[config.mk]
export PLATFORM = sky130hd
export DESIGN_NAME = adc_cmd_sequencer
export DESIGN_NICKNAME = d
export VERILOG_FILES = /design/src/rtl/adc_cmd_sequencer.sv
export SDC_FILE = /design/constraint.sdc
export NUM_CORES = 1
export LEC_CHECK = 0
export CORE_AREA = 2 2 103 105
export CTS_BUF_LIST = sky130_fd_sc_hd__clkbuf_8
export DETAILED_ROUTE_END_ITERATION = 10
export DIE_AREA = 0 0 105 107
export DONT_BUFFER_PORTS = 1
export MAX_ROUTING_LAYER = met4
export PLACE_DENSITY = 0.53
export SKIP_LAST_GASP = 1
export SLEW_MARGIN = 0
export SYNTH_ARGS = -nofsm -noshare
export SYNTH_HDL_FRONTEND = slang
export SYNTH_SLANG_ARGS = --single-unit
export TNS_END_PERCENT = 100
[constraint.sdc]
create_clock -name clock_i -period 2.5 [get_ports clock_i]
set_clock_uncertainty 0.05 [all_clocks]
set_input_delay 0.75 -clock clock_i [delete_from_list [all_inputs] [get_ports clock_i]]
set_output_delay 0.75 -clock clock_i [all_outputs]
set_load 0.02 [all_outputs]
[src/rtl/adc_cmd_sequencer.sv]
// ADS1256 command sequencer sitting directly in front of spi_top.
// After a host start it runs the init sequence (SDATAC, optionally SELFCAL and
// a calibration DRDY wait), then issues one RDATA per DRDY_L falling edge until
// the requested sample count is reached, a stop arrives, or DRDY times out.
// Optional feature macro: ADC_SEQ_SELFCAL_EN (adds SELFCAL + calibration DRDY wait).

package adc_cmd_sequencer_pkg;

  // Transaction selector handed to spi_top.
  typedef enum logic [1:0] {
    CMD_NONE    = 2'd0,
    CMD_SDATAC  = 2'd1,
    CMD_SELFCAL = 2'd2,
    CMD_RDATA   = 2'd3
  } transaction_t;

endpackage

module adc_cmd_sequencer
  import adc_cmd_sequencer_pkg::*;
#(
  parameter int unsigned DRDY_TIMEOUT_CYCLES = 50_000_000,
  parameter int unsigned SAMPLE_CNT_W        = 16
) (
  input  logic                    clock_i,
  input  logic                    reset_i,
  input  logic                    DRDY_L_i,
  input  logic                    start_i,
  input  logic                    stop_i,
  input  logic [SAMPLE_CNT_W-1:0] num_samples_i,
  output logic                    transaction_start_o,
  output transaction_t            transaction_o,
  input  logic                    transaction_done_i,
  output logic                    busy_o,
  output logic [SAMPLE_CNT_W-1:0] sample_count_o,
  output logic                    timeout_o
);

  // Timeout counter only has to reach DRDY_TIMEOUT_CYCLES-1.
  localparam int unsigned TmoW =
      (DRDY_TIMEOUT_CYCLES > 2) ? $clog2(DRDY_TIMEOUT_CYCLES) : 1;
  localparam logic [TmoW-1:0] TmoLast = TmoW'(DRDY_TIMEOUT_CYCLES - 1);

  typedef enum logic [3:0] {
    StIdle,
    StIssueSdatac,
    StWaitSdatac,
`ifdef ADC_SEQ_SELFCAL_EN
    StIssueSelfcal,
    StWaitSelfcal,
    StWaitCalDrdy,
`endif
    StWaitDrdy,
    StIssueRdata,
    StWaitRdata,
    StDone,
    StError
  } state_e;

  state_e                  r_state;
  state_e                  w_state_next;

  logic                    r_drdy_meta;
  logic                    r_drdy_sync;
  logic                    r_drdy_hist;
  logic                    w_drdy_fall;

  logic [SAMPLE_CNT_W-1:0] r_num_samples;
  logic [SAMPLE_CNT_W-1:0] r_sample_cnt;
  logic [SAMPLE_CNT_W-1:0] w_cnt_inc;
  logic                    w_count_reached;
  logic                    r_timeout;
  logic                    r_stop_pending;
  logic                    w_stop_req;
  logic [TmoW-1:0]         r_tmo_cnt;
  logic                    w_tmo_hit;

  logic                    w_idle_like;
  logic                    w_in_cmd;
  logic                    w_drdy_wait;
  logic                    w_accept;

  // Bring DRDY_L into the clock domain and keep one history bit for edge detect.
  always_ff @(posedge clock_i or posedge reset_i) begin
    if (reset_i) begin
      r_drdy_meta <= 1'b1;
      r_drdy_sync <= 1'b1;
      r_drdy_hist <= 1'b1;
    end else begin
      r_drdy_meta <= DRDY_L_i;
      r_drdy_sync <= r_drdy_meta;
      r_drdy_hist <= r_drdy_sync;
    end
  end

  assign w_drdy_fall = r_drdy_hist & ~r_drdy_sync;

  // Decode state classes used by both the FSM and the datapath.
  always_comb begin
    w_idle_like = 1'b0;
    w_in_cmd    = 1'b0;
    w_drdy_wait = 1'b0;
    unique case (r_state)
      StIdle, StDone, StError: w_idle_like = 1'b1;
      StIssueSdatac, StWaitSdatac, StIssueRdata, StWaitRdata: w_in_cmd = 1'b1;
`ifdef ADC_SEQ_SELFCAL_EN
      StIssueSelfcal, StWaitSelfcal: w_in_cmd = 1'b1;
      StWaitCalDrdy: w_drdy_wait = 1'b1;
`endif
      StWaitDrdy: w_drdy_wait = 1'b1;
      default: ;
    endcase
  end

  assign w_accept   = w_idle_like & start_i;
  // A stop arriving in the same cycle as done still ends the run after that done.
  assign w_stop_req = r_stop_pending | stop_i;
  assign w_tmo_hit  = (r_tmo_cnt == TmoLast);
  assign w_cnt_inc  = (r_sample_cnt == '1) ? r_sample_cnt : r_sample_cnt + 1'b1;
  assign w_count_reached = (r_num_samples != '0) && (w_cnt_inc == r_num_samples);

  // FSM state register.
  always_ff @(posedge clock_i or posedge reset_i) begin
    if (reset_i) begin
      r_state <= StIdle;
    end else begin
      r_state <= w_state_next;
    end
  end

  // FSM next-state logic.
  always_comb begin
    w_state_next = r_state;
    unique case (r_state)
      StIdle, StDone, StError: begin
        if (start_i) w_state_next = StIssueSdatac;
      end
      StIssueSdatac: w_state_next = StWaitSdatac;
      StWaitSdatac: begin
        if (transaction_done_i) begin
          if (w_stop_req) begin
            w_state_next = StDone;
          end else begin
`ifdef ADC_SEQ_SELFCAL_EN
            w_state_next = StIssueSelfcal;
`else
            w_state_next = StWaitDrdy;
`endif
          end
        end
      end
`ifdef ADC_SEQ_SELFCAL_EN
      StIssueSelfcal: w_state_next = StWaitSelfcal;
      StWaitSelfcal: begin
        if (transaction_done_i) begin
          w_state_next = w_stop_req ? StDone : StWaitCalDrdy;
        end
      end
      StWaitCalDrdy: begin
        // Stop beats a same-cycle edge; an edge beats a same-cycle timeout.
        if (stop_i) begin
          w_state_next = StDone;
        end else if (w_drdy_fall) begin
          w_state_next = StWaitDrdy;
        end else if (w_tmo_hit) begin
          w_state_next = StError;
        end
      end
`endif
      StWaitDrdy: begin
        if (stop_i) begin
          w_state_next = StDone;
        end else if (w_drdy_fall) begin
          w_state_next = StIssueRdata;
        end else if (w_tmo_hit) begin
          w_state_next = StError;
        end
      end
      StIssueRdata: w_state_next = StWaitRdata;
      StWaitRdata: begin
        // DRDY edges seen here are overruns and are intentionally dropped.
        if (transaction_done_i) begin
          w_state_next = (w_stop_req || w_count_reached) ? StDone : StWaitDrdy;
        end
      end
      default: w_state_next = StIdle;
    endcase
  end

  // FSM outputs: start pulse, held command and busy flag.
  always_comb begin
    transaction_start_o = 1'b0;
    transaction_o       = CMD_NONE;
    busy_o              = 1'b1;
    unique case (r_state)
      StIdle, StDone, StError: busy_o = 1'b0;
      StIssueSdatac: begin
        transaction_start_o = 1'b1;
        transaction_o       = CMD_SDATAC;
      end
      StWaitSdatac: transaction_o = CMD_SDATAC;
`ifdef ADC_SEQ_SELFCAL_EN
      StIssueSelfcal: begin
        transaction_start_o = 1'b1;
        transaction_o       = CMD_SELFCAL;
      end
      StWaitSelfcal: transaction_o = CMD_SELFCAL;
`endif
      StIssueRdata: begin
        transaction_start_o = 1'b1;
        transaction_o       = CMD_RDATA;
      end
      StWaitRdata: transaction_o = CMD_RDATA;
      default: ;
    endcase
  end

  // Run bookkeeping: latched request, sample count, stop/timeout flags.
  always_ff @(posedge clock_i or posedge reset_i) begin
    if (reset_i) begin
      r_num_samples  <= '0;
      r_sample_cnt   <= '0;
      r_timeout      <= 1'b0;
      r_stop_pending <= 1'b0;
    end else if (w_accept) begin
      r_num_samples  <= num_samples_i;
      r_sample_cnt   <= '0;
      r_timeout      <= 1'b0;
      r_stop_pending <= 1'b0;
    end else begin
      if (w_in_cmd && stop_i) begin
        r_stop_pending <= 1'b1;
      end
      if (r_state == StWaitRdata && transaction_done_i) begin
        r_sample_cnt <= w_cnt_inc;
      end
      if (w_drdy_wait && w_state_next == StError) begin
        r_timeout <= 1'b1;
      end
    end
  end

  // DRDY wait timer: zero on every state change, counts while waiting.
  always_ff @(posedge clock_i or posedge reset_i) begin
    if (reset_i) begin
      r_tmo_cnt <= '0;
    end else if (w_state_next != r_state) begin
      r_tmo_cnt <= '0;
    end else if (w_drdy_wait) begin
      r_tmo_cnt <= r_tmo_cnt + 1'b1;
    end
  end

  assign sample_count_o = r_sample_cnt;
  assign timeout_o      = r_timeout;

endmodule

# After elaboration in Yosys (flattened, before gate mapping)
# Cells that the tools add are included.
dict set report classes {
  n_addsub 2
  n_mul 0
  div 0
  magnitude_cmp 0
  eq_ne 12
  shift 0
  mux 24
  bitwise 4
  reduce_logical 16
}
# cell n
set op_table {}
lappend op_table {{$mux W26} 2}
lappend op_table {{$mux W16} 3}
lappend op_table {{$add A26 B1 Y26 const B} 1}
lappend op_table {{$eq A26 B26 Y1 const B} 1}
lappend op_table {{$mux W4} 6}
lappend op_table {{$pmux W4 S6} 1}
lappend op_table {{$eq A4 B3 Y1 const B} 5}
lappend op_table {{$add A16 B1 Y16 const B} 1}
lappend op_table {{$eq A16 B16 Y1} 1}
lappend op_table {{$eq A16 B16 Y1 const B} 1}
lappend op_table {{$reduce_bool A16 Y1} 1}
lappend op_table {{$mux W1} 9}
lappend op_table {{$eq A4 B2 Y1 const B} 2}
lappend op_table {{$reduce_bool A2 Y1} 4}
lappend op_table {{$mux W3} 2}
lappend op_table {{$reduce_or A2 Y1} 3}
lappend op_table {{$eq A4 B1 Y1 const B} 1}
lappend op_table {{$logic_and A1 B1 Y1} 4}
lappend op_table {{$logic_not A4 Y1} 1}
lappend op_table {{$ne A4 B4 Y1} 1}
lappend op_table {{$pmux W2 S2} 1}
lappend op_table {{$reduce_or A4 Y1} 1}
lappend op_table {{$reduce_or A3 Y1} 1}
lappend op_table {{$and A1 B1 Y1} 2}
lappend op_table {{3 further kinds} 3}
dict set report totals {
  ff_bits 67
  latchBits 0
  ramBits 0
  rom_bits 0
  output_inout_bits 21
  memories 0
}

# Logic depth before layout (Yosys ltp)
dict set report depth {
  word_depth 12
  depth_mapped 10
  depth_no_buf 9
}

# Least setup slack after synthesis
# Ideal clock, no wire load.
dict set report synth_timing {
  kind {reg-to-reg}
  startpoint {register r_sample_cnt[0], in the netlist sample_count_o[0]}
  endpoint {register r_timeout, in the netlist timeout_o}
  arrival_ps 2435
  required_time_ps 2330
  path_slack_ps -106
  path_stages_with_launch 10
  path_buffers 0
  path_cell_list {dfrtp_1 ha_1 nand3_1 nor4_1 mux2i_1 xnor2_1 nor4_2 nand3_1 o21a_1 a41o_1}
}
dict set report synth_via {
  elab_chain_cells 11
  word_cells_on_any_way 12
}
# item line_no
set synth_lines {}
lappend synth_lines {{from (decl)} 69} ;# logic [SAMPLE_CNT_W-1:0] r_sample_cnt;
lappend synth_lines {{from (signal assigned)} 235} ;# r_sample_cnt <= w_cnt_inc;
lappend synth_lines {{$add A16 B1 Y16 / $eq A16 B16 Y1 (equally long branches)} 119} ;# assign w_cnt_inc = (r_sample_cnt == '1) ? r_sample_cnt : r_sample_cnt + 1'b1;
lappend synth_lines {{$mux W16 (*)} 119}
lappend synth_lines {{$eq A16 B16 Y1 (*)} 120} ;# assign w_count_reached = (r_num_samples != '0) && (w_cnt_inc == r_num_samples);
lappend synth_lines {{$logic_and A1 B1 Y1 (*)} 120}
lappend synth_lines {{$logic_or A1 B1 Y1 (*)} 183} ;# w_state_next = (w_stop_req || w_count_reached) ? StDone : StWaitDrdy;
lappend synth_lines {{$mux W3 (*)} 183}
lappend synth_lines {{$mux W4 (*)} 182} ;# if (transaction_done_i) begin
lappend synth_lines {{$pmux W4 S6 (*)} 134} ;# unique case (r_state)
lappend synth_lines {{named net w_state_next[0]} 61} ;# state_e w_state_next;
lappend synth_lines {{$eq A4 B3 Y1 (*)} 237} ;# if (w_drdy_wait && w_state_next == StError) begin
lappend synth_lines {{$logic_and A1 B1 Y1 (*)} 237}
lappend synth_lines {{$reduce_bool A2 Y1 (no line) (*)} --}
lappend synth_lines {{to (signal assigned)} 223} ;# r_timeout <= 1'b0;
lappend synth_lines {{to (signal assigned)} 228} ;# r_timeout <= 1'b0;
lappend synth_lines {{to (signal assigned)} 238} ;# r_timeout <= 1'b1;
lappend synth_lines {{to (decl)} 72} ;# logic r_timeout;
# The timed path passes the listed nets; every way through them passes the cells marked *.
# A chain may end at the register's enable or synchronous reset.

# Worst setup path after layout
dict set report layout_timing {
  startpoint {register r_sample_cnt[12], in the netlist sample_count_o[12]}
  endpoint {register r_timeout, in the netlist timeout_o}
}
# Same word-level chain as after synthesis.

==> key figures <==
Outcome
  • Status: completed

Layout
  • Layout Nets: 517
  • Post-Route Utilization: 49.4%
  • Inserted Diodes: 0
  • Synthesis-to-layout area growth: 28.3%
  • Finished Cell Area: between 4000 and 5000 um2
  • Share of cells above drive strength 1: 30.7%

Setup path
  • Slowest-stage cell, CP: or3_4
  • Cell Chain, Critical Path: nand4_1, or3_4, a21oi_1, o221ai_2, nor4_2, nand4_1, o21a_1, a41o_1
  • Crit path buf inv count: 0
  • Worst path top cell family by delay: simple AND/OR/NAND/NOR gates
  • Startpoint Class: flip-flop
  • CP dominant cell by count: nand4_1
  • CP required: 2.69 ns
  • CP Class: reg -> reg
  • WP data arrival: 2.65 ns
  • Crit Path Max Fanout: 4
  • Largest stage delay, worst path: about 0.47 ns
  • CP Capture Type: flip-flop

Global routing
  • First-pass GRT wire length: 16,700 um
  • Largest net degree at the start of global routing: 32
  • Gr usage total: about a fifth
  • Vias in the first global route: roughly 3.3k
  • Initial antenna violation count: 0
  • Total global routing overflow: 0

Logic synthesis
  • Cells after synthesis: 426
  • Seq/Total Area, Yosys: 43.2%
  • Synth area leader: dfrtp_1
  • Post-synth top cells: 65 x nor2_1, 64 x dfrtp_1, 30 x nand2_1, 30 x xnor2_1, 28 x o21ai_0
  • Post-synth EDFFs: 0
  • #FFs+latches synth: 67
  • Mean post-synth cell area: 9.13 um2
  • Synth area leaders: dfrtp_1 41%, xnor2_1 6.8%, nor2_1 6.3%
  • Post-synth top area share: 41.2%
  • Synth async-reset ratio: 100%
  • Synth Net Count: 450
  • Synth Cell Area: just under 4000 um2
  • Cell variety after synth: 57
  • Synth warn: 0
  • Ys flop type: dfrtp_1
  • Dominant cell by count in the synthesized netlist: nor2_1

CTS
  • Clock H-tree levels: 3
  • Root buf cell: clkbuf_8
  • Number of CTS-inserted buffers: 9
  • Clock Pin Slew Worst Setup and Hold Paths: around 0.080 ns
  • CTS sink cnt: 67
  • CTS Buffer Depth: 2
  • Clock Latency Late Sink: 0.35 ns
  • CTS tree: built

Placement
  • Area after DPL: around 4500 um2
  • # port buffers: 0
  • GPL Wtd Cong: 0.917
  • HPWL Detailed: 7680 um

Min path
  • Worst min path class: in -> async

Power and ir drop
  • PwrDens: 683 nW/um2
  • Tot Pwr: 3410 uW
  • Leakage power: 0.00205 uW
  • Peak supply drop: 0.567 mV

Timing
  • Unrepaired setup endpoints after global routing: true
  • FMAX: 406 MHz
  • Fin crit period: 2.46 ns
  • Period utilisation layout: around 98%
  • Final setup fails: 0
  • Worst slew pin tran: 0.722 ns
  • Final hold viol count: 0
  • Final slew viol count: 0
  • Rel. slew slack: 51.7%
  • Worst Hold Slack: 0.282 ns

Die
  • Die Wd: ~110 um
  • Die Area: ~11,000 um2
  • Number of core rows: 37
  • Starting density of the core: between 30% and 40%
  • Core footprint: slightly above 10,000 um2
  • Die height: around 110 um
  • Top Ports: 43

Detailed routing
  • Vias/cell: 5.39
  • TritonRoute pass-1 iters: 5
  • Vias: 3,417
  • First DRT Iteration DRCs: 213
  • WL final: 10,400 um
  • WL/cell: 16.4 um
  • Final ANT Viol Nets: 0
  • Residual DRC count: 0

Flow run
  • Max-cap violation count: 0
[routing by layer]
layer,up-vias,GRT usage (%),part of all wire (%)
met5,-,-,0
met4,0,6.29,1.4
met2,86,27.5,44
met1,1683,28.0,50
met3,15,3.40,4.6
li1,1633,-,-
[power breakdown]
part	switching [uW]	internal [uW]
clock network	444	591
registers	196	1250
logic	481	450
[logic make-up after synthesis]
group	Yosys count	synth area share [%]
AOI/OAI and AO/OA	71	11.4
xor gates and xnor gates	47	11.0
adders and majority gates	2	0.644
buffers and inverters	34	3.67
DFF	67	43.2
muxes	21	5.89
other	1	0.0965
and+or+nand+nor	183	24.1
[flip-flops by register name (all words and copies together) (netlist names)]
register        cells
r_drdy_meta         1
r_tmo_cnt          26
sample_count_o     16
r_drdy_sync         1
timeout_o           1
r_drdy_hist         1
r_num_samples      16
r_state             4
r_stop_pending      1
[cells in the final DEF, fill, tap and decap left out, types with 10 or more instances in the layout]
cell type  instances
mux2_2            15
inv_1             13
dfrtp_1           59
buf_4             73
nand3_1           17
nand2_1           30
a21oi_1           18
nand4_1           11
clkbuf_8          10
o21ai_0           28
xor2_1            16
xnor2_1           29
nor2_1            63
[layout make-up]
type	count	area [um2]
multi-input cells	325	2260
clock inverters	6	87.6
fillers	990	5100
inverters	15	60.1
well taps	136	170
flip-flops and latches	67	1690
clock buffers	10	138
repair buffers	75	588
[final timing paths]
path	slack (ns)	cells after the start	startpoint	to
max	0.04	8	sample_count_o[12]	timeout_o
min	0.28	1	reset_i	r_num_samples[7]
max reg2reg	0.04	8	sample_count_o[12]	timeout_o
min reg2reg	0.32	0	r_drdy_meta	r_drdy_sync
max in group asynchronous	1.52	2	reset_i	sample_count_o[10]
min in group clock_i	0.32	0	r_drdy_meta	r_drdy_sync
[metrics by stage]
stage               TNS (ns)  cells  setup slack [ns]
CTS                        0    626          0.000970
floorplan            -0.0691    426           -0.0691
detailed placement   -0.0875    610           -0.0875
finish                     0    634            0.0391
global placement     -0.0176    610           -0.0176
global route         -0.0831    634           -0.0831
[repair_timing]
| item | in CTS | in global routing |
|---|---|---|
| buffers inserted | 0 | 8 |
| endpoints found under the setup margin | 1 | 3 |
| resized for setup | 6 | 31 |
| pin swaps | 2 | 16 |
| hold buffers | 0 | 0 |
[worst register-to-register path, cell delays in order, from the launching register on]
cell	delay (ns)
dfrtp_1	0.42
nand4_1	0.26
or3_4	0.47
a21oi_1	0.19
o221ai_2	0.15
nor4_2	0.24
nand4_1	0.18
o21a_1	0.23
a41o_1	0.17
(Power assumes the default switching activity.)
